<file path="config.mk">
export PLATFORM = sky130hd
export DESIGN_NAME = apbspi_shift_engine
export DESIGN_NICKNAME = d
export VERILOG_FILES = /design/src/rtl/apbspi_shift_engine.sv
export SDC_FILE = /design/constraint.sdc
export NUM_CORES = 1
export LEC_CHECK = 0
export BUFFER_PORTS_ARGS = -buffer_cell sky130_fd_sc_hd__buf_2
export CAP_MARGIN = 10
export CELL_PAD_IN_SITES_DETAIL_PLACEMENT = 1
export CELL_PAD_IN_SITES_GLOBAL_PLACEMENT = 2
export CORE_MARGIN = 5
export CORE_UTILIZATION = 36
export CTS_CLUSTER_SIZE = 20
export DETAILED_ROUTE_END_ITERATION = 16
export GPL_ROUTABILITY_DRIVEN = 0
export GPL_TIMING_DRIVEN = 0
export PLACE_DENSITY_LB_ADDON = 0.08
export SLEW_MARGIN = 25
export SYNTH_ARGS = -nofsm -noshare
export SYNTH_HDL_FRONTEND = slang
export SYNTH_SLANG_ARGS = --single-unit
export TNS_END_PERCENT = 50
</file>
<file path="constraint.sdc">
create_clock -name clk -period 3.3 [get_ports clk]
set_clock_uncertainty 0.05 [all_clocks]
set_input_delay 0.165 -clock clk [delete_from_list [all_inputs] [get_ports clk]]
set_output_delay 0.165 -clock clk [all_outputs]
set_load 0.01 [all_outputs]
</file>
<file path="src/rtl/apbspi_shift_engine.sv">
// SPI master shift engine: pops frames from a FWFT TX FIFO, shifts them out
// MSB-first on mosi while sampling miso, and pushes each received frame to RX.
module apbspi_shift_engine #(
    parameter int width     = 8,
    parameter int div_width = 8
) (
    input  logic                 clk,
    input  logic                 nrst,
    input  logic                 enable,
    input  logic                 cpol,
    input  logic                 cpha,
    input  logic [div_width-1:0] clk_div,
    input  logic                 tx_empty,
    input  logic [width-1:0]     tx_data,
    output logic                 tx_pop,
    input  logic                 rx_full,
    output logic [width-1:0]     rx_data,
    output logic                 rx_push,
    output logic                 sclk,
    output logic                 mosi,
    input  logic                 miso,
    output logic                 cs_n,
    output logic                 busy
);

    localparam int EW = $clog2(2 * width + 1);

    typedef enum logic [1:0] {
        IDLE  = 2'd0,
        LOAD  = 2'd1,
        SHIFT = 2'd2,
        DONE  = 2'd3
    } state_t;

    state_t               state_q;
    logic [div_width-1:0] div_q;
    logic [div_width-1:0] hcnt_q;
    logic [EW-1:0]        edge_q;
    logic                 cpol_q;
    logic                 cpha_q;
    logic [width-1:0]     tx_sh_q;
    logic [width-1:0]     rx_sh_q;
    logic [width-1:0]     rx_data_q;
    logic                 sclk_q;
    logic                 mosi_q;
    logic                 cs_n_q;
    logic                 tx_pop_q;
    logic                 rx_push_q;
    logic                 busy_q;

    logic                 start;
    logic [EW-1:0]        edge_d;
    logic                 leading;
    logic                 last_edge;
    logic                 sample_now;
    logic                 drive_now;
    logic [width-1:0]     rx_sh_d;

    assign start     = enable & ~tx_empty & ~rx_full;
    assign edge_d    = edge_q + EW'(1);
    assign leading   = edge_d[0];
    assign last_edge = (edge_d == EW'(2 * width));
    // Mode 0 samples on leading edges and shifts on trailing ones; mode 1 is the mirror.
    // The final trailing edge in mode 0 has no further bit to present.
    assign sample_now = cpha_q ? ~leading : leading;
    assign drive_now  = cpha_q ? leading : (~leading & ~last_edge);
    assign rx_sh_d    = {rx_sh_q[width-2:0], miso};

    always_ff @(posedge clk or negedge nrst) begin
        if (!nrst) begin
            state_q   <= IDLE;
            div_q     <= '0;
            hcnt_q    <= '0;
            edge_q    <= '0;
            cpol_q    <= 1'b0;
            cpha_q    <= 1'b0;
            tx_sh_q   <= '0;
            rx_sh_q   <= '0;
            rx_data_q <= '0;
            sclk_q    <= 1'b0;
            mosi_q    <= 1'b0;
            cs_n_q    <= 1'b1;
            tx_pop_q  <= 1'b0;
            rx_push_q <= 1'b0;
            busy_q    <= 1'b0;
        end else begin
            tx_pop_q  <= 1'b0;
            rx_push_q <= 1'b0;
            case (state_q)
                IDLE: begin
                    sclk_q <= cpol;
                    mosi_q <= 1'b0;
                    cs_n_q <= 1'b1;
                    if (start) begin
                        state_q  <= LOAD;
                        tx_pop_q <= 1'b1;
                        busy_q   <= 1'b1;
                    end
                end
                LOAD: begin
                    // Mode 0 presents the MSB now, so the shifter starts one bit ahead.
                    tx_sh_q <= cpha ? tx_data : {tx_data[width-2:0], 1'b0};
                    if (!cpha) begin
                        mosi_q <= tx_data[width-1];
                    end
                    cs_n_q  <= 1'b0;
                    cpol_q  <= cpol;
                    cpha_q  <= cpha;
                    div_q   <= clk_div;
                    hcnt_q  <= clk_div;
                    edge_q  <= '0;
                    sclk_q  <= cpol;
                    state_q <= SHIFT;
                end
                SHIFT: begin
                    if (hcnt_q == '0) begin
                        hcnt_q <= div_q;
                        sclk_q <= ~sclk_q;
                        edge_q <= edge_d;
                        if (sample_now) begin
                            rx_sh_q <= rx_sh_d;
                        end
                        if (drive_now) begin
                            mosi_q  <= tx_sh_q[width-1];
                            tx_sh_q <= {tx_sh_q[width-2:0], 1'b0};
                        end
                        if (last_edge) begin
                            state_q   <= DONE;
                            rx_push_q <= 1'b1;
                            rx_data_q <= sample_now ? rx_sh_d : rx_sh_q;
                        end
                    end else begin
                        hcnt_q <= hcnt_q - div_width'(1);
                    end
                end
                DONE: begin
                    if (hcnt_q == '0) begin
                        if (start) begin
                            state_q  <= LOAD;
                            tx_pop_q <= 1'b1;
                        end else begin
                            state_q <= IDLE;
                            mosi_q  <= 1'b0;
                            cs_n_q  <= 1'b1;
                            busy_q  <= 1'b0;
                        end
                    end else begin
                        hcnt_q <= hcnt_q - div_width'(1);
                    end
                end
                default: state_q <= IDLE;
            endcase
        end
    end

    // Idle clock level follows cpol live so a polarity change is visible before the frame.
    assign sclk    = (state_q == IDLE) ? cpol : sclk_q;
    assign mosi    = mosi_q;
    assign cs_n    = cs_n_q;
    assign tx_pop  = tx_pop_q;
    assign rx_push = rx_push_q;
    assign rx_data = rx_data_q;
    assign busy    = busy_q;

endmodule

</file>
Yosys cells after proc, flatten, opt, wreduce, memory -nomap -nowiden

Cells that the tools add are included.

Register bits after elaboration: 54
Output and inout bits: 14
Logic and storage cells: 92
Bits of input ports: 24

Reductions and logical operators: 18
Add/subtract/negate cells: 2
Mux-type cells: 38
Bitwise operators: 8
Eq/ne operators: 12

Operators with widths:

| cell                | number |
|---|---|
| $mux 8              | 6 |
| $pmux 8 s3          | 1 |
| $mux 1              | 18 |
| $ne 2x2->1 const B  | 8 |
| $pmux 8 s2          | 1 |
| $pmux 5 s2          | 1 |
| $reduce_and 3->1    | 3 |
| $logic_not 8->1     | 1 |
| $mux 2              | 4 |
| $pmux 2 s4          | 1 |
| $reduce_and 2->1    | 4 |
| $reduce_and 4->1    | 2 |
| $sub 8x1->8 const B | 1 |
| $pmux 1 s2          | 3 |
| $reduce_bool 2->1   | 3 |
| $reduce_bool 3->1   | 2 |
| $add 5x1->5 const B | 1 |
| $eq 5x5->1 const B  | 1 |
| $mux 5              | 1 |
| $not 1->1           | 5 |
| $reduce_and 5->1    | 1 |
| $eq 2x2->1 const B  | 2 |
| $pmux 1 s4          | 1 |
| $and 1x1->1         | 3 |
| 4 further kinds     | 4 |

Logic depth before layout (Yosys ltp)

Depth in word-level cells: 8
Gate-level depth with buffers: 9

Least setup slack after synthesis

Ideal clock, no wire load.

Path type: register to register
Start point: reg hcnt_q[2]
End point: reg state_q[1]
Slack: 0.788 ns
Arrival: 2.334 ns
Data required time: 3.123 ns
Stages on the path, launching flop included: 8
Clock period less this slack: 2.512 ns
Path buffers: 2
Library setup time: 0.127 ns
Cells stage by stage: dfrtp_1 or4_1 buf_2 or3_1 buf_2 o31ai_2 o221a_2 mux2_1

Word-level cells in the longest chain between the ends: 3
Elaborated cells between the ends (all ways): 4
Those cells by class: eq/ne (2); reduce/logical (2)

Ends and longest elaborated chain:

| item                                  | line     | source |
|---|---|---|
| from (decl)                           | 37       | `logic [div_width-1:0] hcnt_q;` |
| from (signal assigned)                | 110      | `hcnt_q <= clk_div;` |
| from (signal assigned)                | 117      | `hcnt_q <= div_q;` |
| from (signal assigned)                | 133      | `hcnt_q <= hcnt_q - div_width'(1);` |
| $logic_not 8->1 (*)                   | 116, 137 |  |
| $ne 2x2->1 (no source line)           | n/a      |  |
| $reduce_and 4->1 (no source line) (*) | n/a      |  |
| to (signal assigned)                  | 113      | `state_q <= SHIFT;` |
| to (signal assigned)                  | 139      | `state_q <= LOAD;` |
| to (signal assigned)                  | 142      | `state_q <= IDLE;` |
| to (decl)                             | 35       | `state_t state_q;` |

Every way passes the cells marked *; elsewhere a longest branch is shown, timed or not.
A chain may end at the register's enable or synchronous reset.

Worst setup path after layout

Start point: reg state_q[0]
End point: reg rx_data_q[0], in the netlist rx_data[0]

Word-level cells in the longest chain between the ends: 2

Ends and longest elaborated chain:

| item                              | line | source |
|---|---|---|
| from (signal assigned)            | 71   | `state_q <= IDLE;` |
| from (signal assigned)            | 95   | `state_q <= LOAD;` |
| from (signal assigned)            | 113  |  |
| $eq 2x2->1                        | 89   | `case (state_q)` |
| $reduce_and 3->1 (no source line) | n/a  |  |
| to (signal assigned)              | 130  | `rx_data_q <= sample_now ? rx_sh_d : rx_sh_q;` |
| to (decl)                         | 43   | `logic [width-1:0] rx_data_q;` |

No other way between the ends.

==> metrics.txt <==
Yosys top cell area share 45.8%; FP Rows 32; routing usage on met1 20.7%; Post-Synthesis Cell Area 0.00289 mm^2; Setup TNS Final 0 ns; Final period util 89.4%; Mapped Avg Cell Area 9.94 um^2; chip height 99.6 um; number of fill cells in the layout 925; Rel. slew slack 48.5%; multi-input logic area 0.00145 mm^2; Critical Path RT 3.49 ns; Die W 99.6 um; run status completed; Core Box Area 0.00777 mm^2; met3 Usage GRT 2.88%; GRT Max-Usage Layer met2; Startpoint Class flop; Worst Path Max Fanout 10; Crit Path Class reg -> reg; Starting Density 37.2%; Cells after Synth 291; Final min period 2.95 ns; grt ovf 0; dpl ws 0.0686 ns; initial antenna violation count 0; Layout Cells excl Fill 440; area grow syn2layout 15.4%; Ports 38; most common cell after layout, fill and taps aside dfrtp_1; clock buffer depth 2; Layout Nets 369; Final Setup Violations 0; placed instance count 429; PortBufs 36; worst hold path class in -> reg; Final Hold Vio Count 0; drt first-iter violations 59; Reg area 0.00135 mm^2; grt met2 use 24.7%; WL final 7.02 mm; clk_lat worst skew 0.31 ns; Net Count, Synth 323; vias per cell 5.24; area leader, netlist dfrtp_1; maximum vdd drop 263 uV; clock sink count 54; pwr dens 539 mW/mm^2; DPL Wire Length 4.99 mm; number of synthesized flops with an enable pin 0; Leakage 1.51 nW; Arr. time, crit path 3.14 ns; Pins Over Slew Limit 0; clk root buf clkbuf_8; TritonCTS Buffers 5; Primary FF master, synth dfrtp_1; post-synthesis sequential area ratio 46.8%; Worst Max-Slew Pin Slew 0.766 ns; 1st-pass router iterations 4; fraction of registers with async set or reset after synthesis 100%; Detail Route Antenna Nets 0; Worst Setup Slack, final 0.351 ns; # Max-Cap Violations 0; total die area 0.00993 mm^2; RSZ-0062 raised after global routing no; synth unique cells 50; CTS tree done; DR vias 2305; vias in the first global route 2439; CTS H-tree depth 2; Synth Warn # 0; DR WL/cell 16.0 um; antenna diode count 0; first-pass GRT wire length 12.1 mm; leading cell types in the layout, fill and taps excluded 53 x dfrtp_1, 37 x buf_2, 31 x o21ai_0, 28 x nand2_1, 25 x a21oi_1; #FFs+latches synth 54; ratio of cells with drive above 1 in the final layout 22.8%; largest cells by area after synthesis dfrtp_1 46%, mux2_2 6.6%, mux2i_1 5.9%; All-Layer GR Usage 15.0%; drt drc 0; largest net degree at the start of global routing 55; Critical Path End Type flop; Fmax 339 MHz; clk slew on worst S/H paths 0.10 ns
[per-layer routing]
| layer | part of all wire (%) | up-vias |
|---|---|---|
| met2 | 49 | 24 |
| met3 | 2.6 | 4 |
| met4 | 0.53 | 0 |
| li1 | - | 1137 |
| met1 | 48 | 1140 |
| met5 | 0 | - |
[power breakdown]
| group | switching (mW) | internal, mW | leakage, nW |
|---|---|---|---|
| Sequential | 0.123 | 0.796 | 0.679 |
| Clock | 0.223 | 0.169 | 0.0472 |
| Combinational | 0.256 | 0.233 | 0.783 |
[final timing paths]
check	from	to	slack (ns)	cells past startpoint
setup / recovery	state_q[0]$_DFFE_PN0P_	rx_data[0]$_DFFE_PN0P_	0.35	8
min in group asynchronous	nrst	tx_pop$_DFF_PN0_	0.37	2
hold reg to reg	tx_sh_q[4]$_DFFE_PN0P_	tx_sh_q[4]$_DFFE_PN0P_	0.44	2
setup reg to reg	state_q[0]$_DFFE_PN0P_	rx_data[0]$_DFFE_PN0P_	0.35	8
max in group asynchronous	nrst	tx_sh_q[3]$_DFFE_PN0P_	2.35	2
hold / removal	clk_div[5]	div_q[5]$_DFFE_PN0P_	0.05	2
[synth_stat cells, types with 2 or more instances]
| library cell | n |
|---|---|
| nor4_1 | 3 |
| or4_1 | 3 |
| nor3b_1 | 2 |
| o21ai_0 | 31 |
| a21oi_1 | 25 |
| or3_1 | 2 |
| nand2_1 | 28 |
| nand3_1 | 3 |
| ha_1 | 8 |
| nand2b_1 | 4 |
| o22ai_1 | 3 |
| nor2_1 | 23 |
| inv_1 | 7 |
| xor2_1 | 2 |
| a22o_1 | 2 |
| buf_2 | 2 |
| nor3_1 | 3 |
| o41ai_1 | 2 |
| buf_1 | 3 |
| mux2i_1 | 17 |
| o31ai_1 | 5 |
| clkbuf_1 | 9 |
| xnor2_1 | 4 |
| a211oi_1 | 5 |
| mux2_2 | 17 |
| o21a_1 | 2 |
| dfrtp_1 | 53 |
[worst max-delay path, stage by stage, from the launching register on]
cell	delay, ns
dfrtp_1	0.41
inv_1	0.17
ha_1	0.47
clkinvlp_4	0.33
or4_4	0.63
nor3_4	0.46
buf_6	0.22
nor2_2	0.04
a21oi_2	0.09
[per-stage QoR]
step	hold slack, ns	instance area (um^2)	util (%)	power, mW
floorplan	-0.181	2890	-	1.27
global placement	0.363	3200	41.2	1.39
detailed placement	0.221	3200	41.2	1.42
CTS	0.0428	3310	42.6	1.82
global route	0.0363	3340	43.0	1.94
finish	0.0469	3340	43.0	1.80
[repair_timing]
action,CTS,global route
hold buffers,1,0
hold endpoints to repair,53,0
gates resized for setup,0,1
endpoints found under the setup margin,0,24
setup buffers,0,3
[state kept, by name (all words and copies together), names as in the netlist]
register,count
div_q,8
hcnt_q,8
rx_data,8
rx_sh_q,8
tx_sh_q,8
edge_q,5
state_q,2
busy,1
cpha_q,1
cs_n,1
mosi,1
rx_push,1
sclk_q,1
tx_pop,1
[layout make-up]
cell class,count,area share (%)
flip-flops and latches,54,40.5
inverters,8,1.01
clock inverters,2,0.375
multi-input cells,214,43.5
repair buffers,40,6.45
well taps,102,3.82
plain buffers,14,1.87
clock buffers,6,2.47
[cells by family (layout without fill, tap and decap cells)]
kind of cell | after synthesis | count (layout) | synth area share [%]
AND/OR/NAND/NOR | 82 | 82 | 14.6
XOR/XNOR | 6 | 6 | 1.82
flip-flops | 54 | 54 | 46.8
multiplexers | 35 | 35 | 12.9
adder cells (fa/ha/maj) | 8 | 8 | 3.46
AO/OA/AOI/OAI | 83 | 83 | 17.2
buffers and inverters | 23 | 70 | 3.33
(Power assumes the default switching activity.)
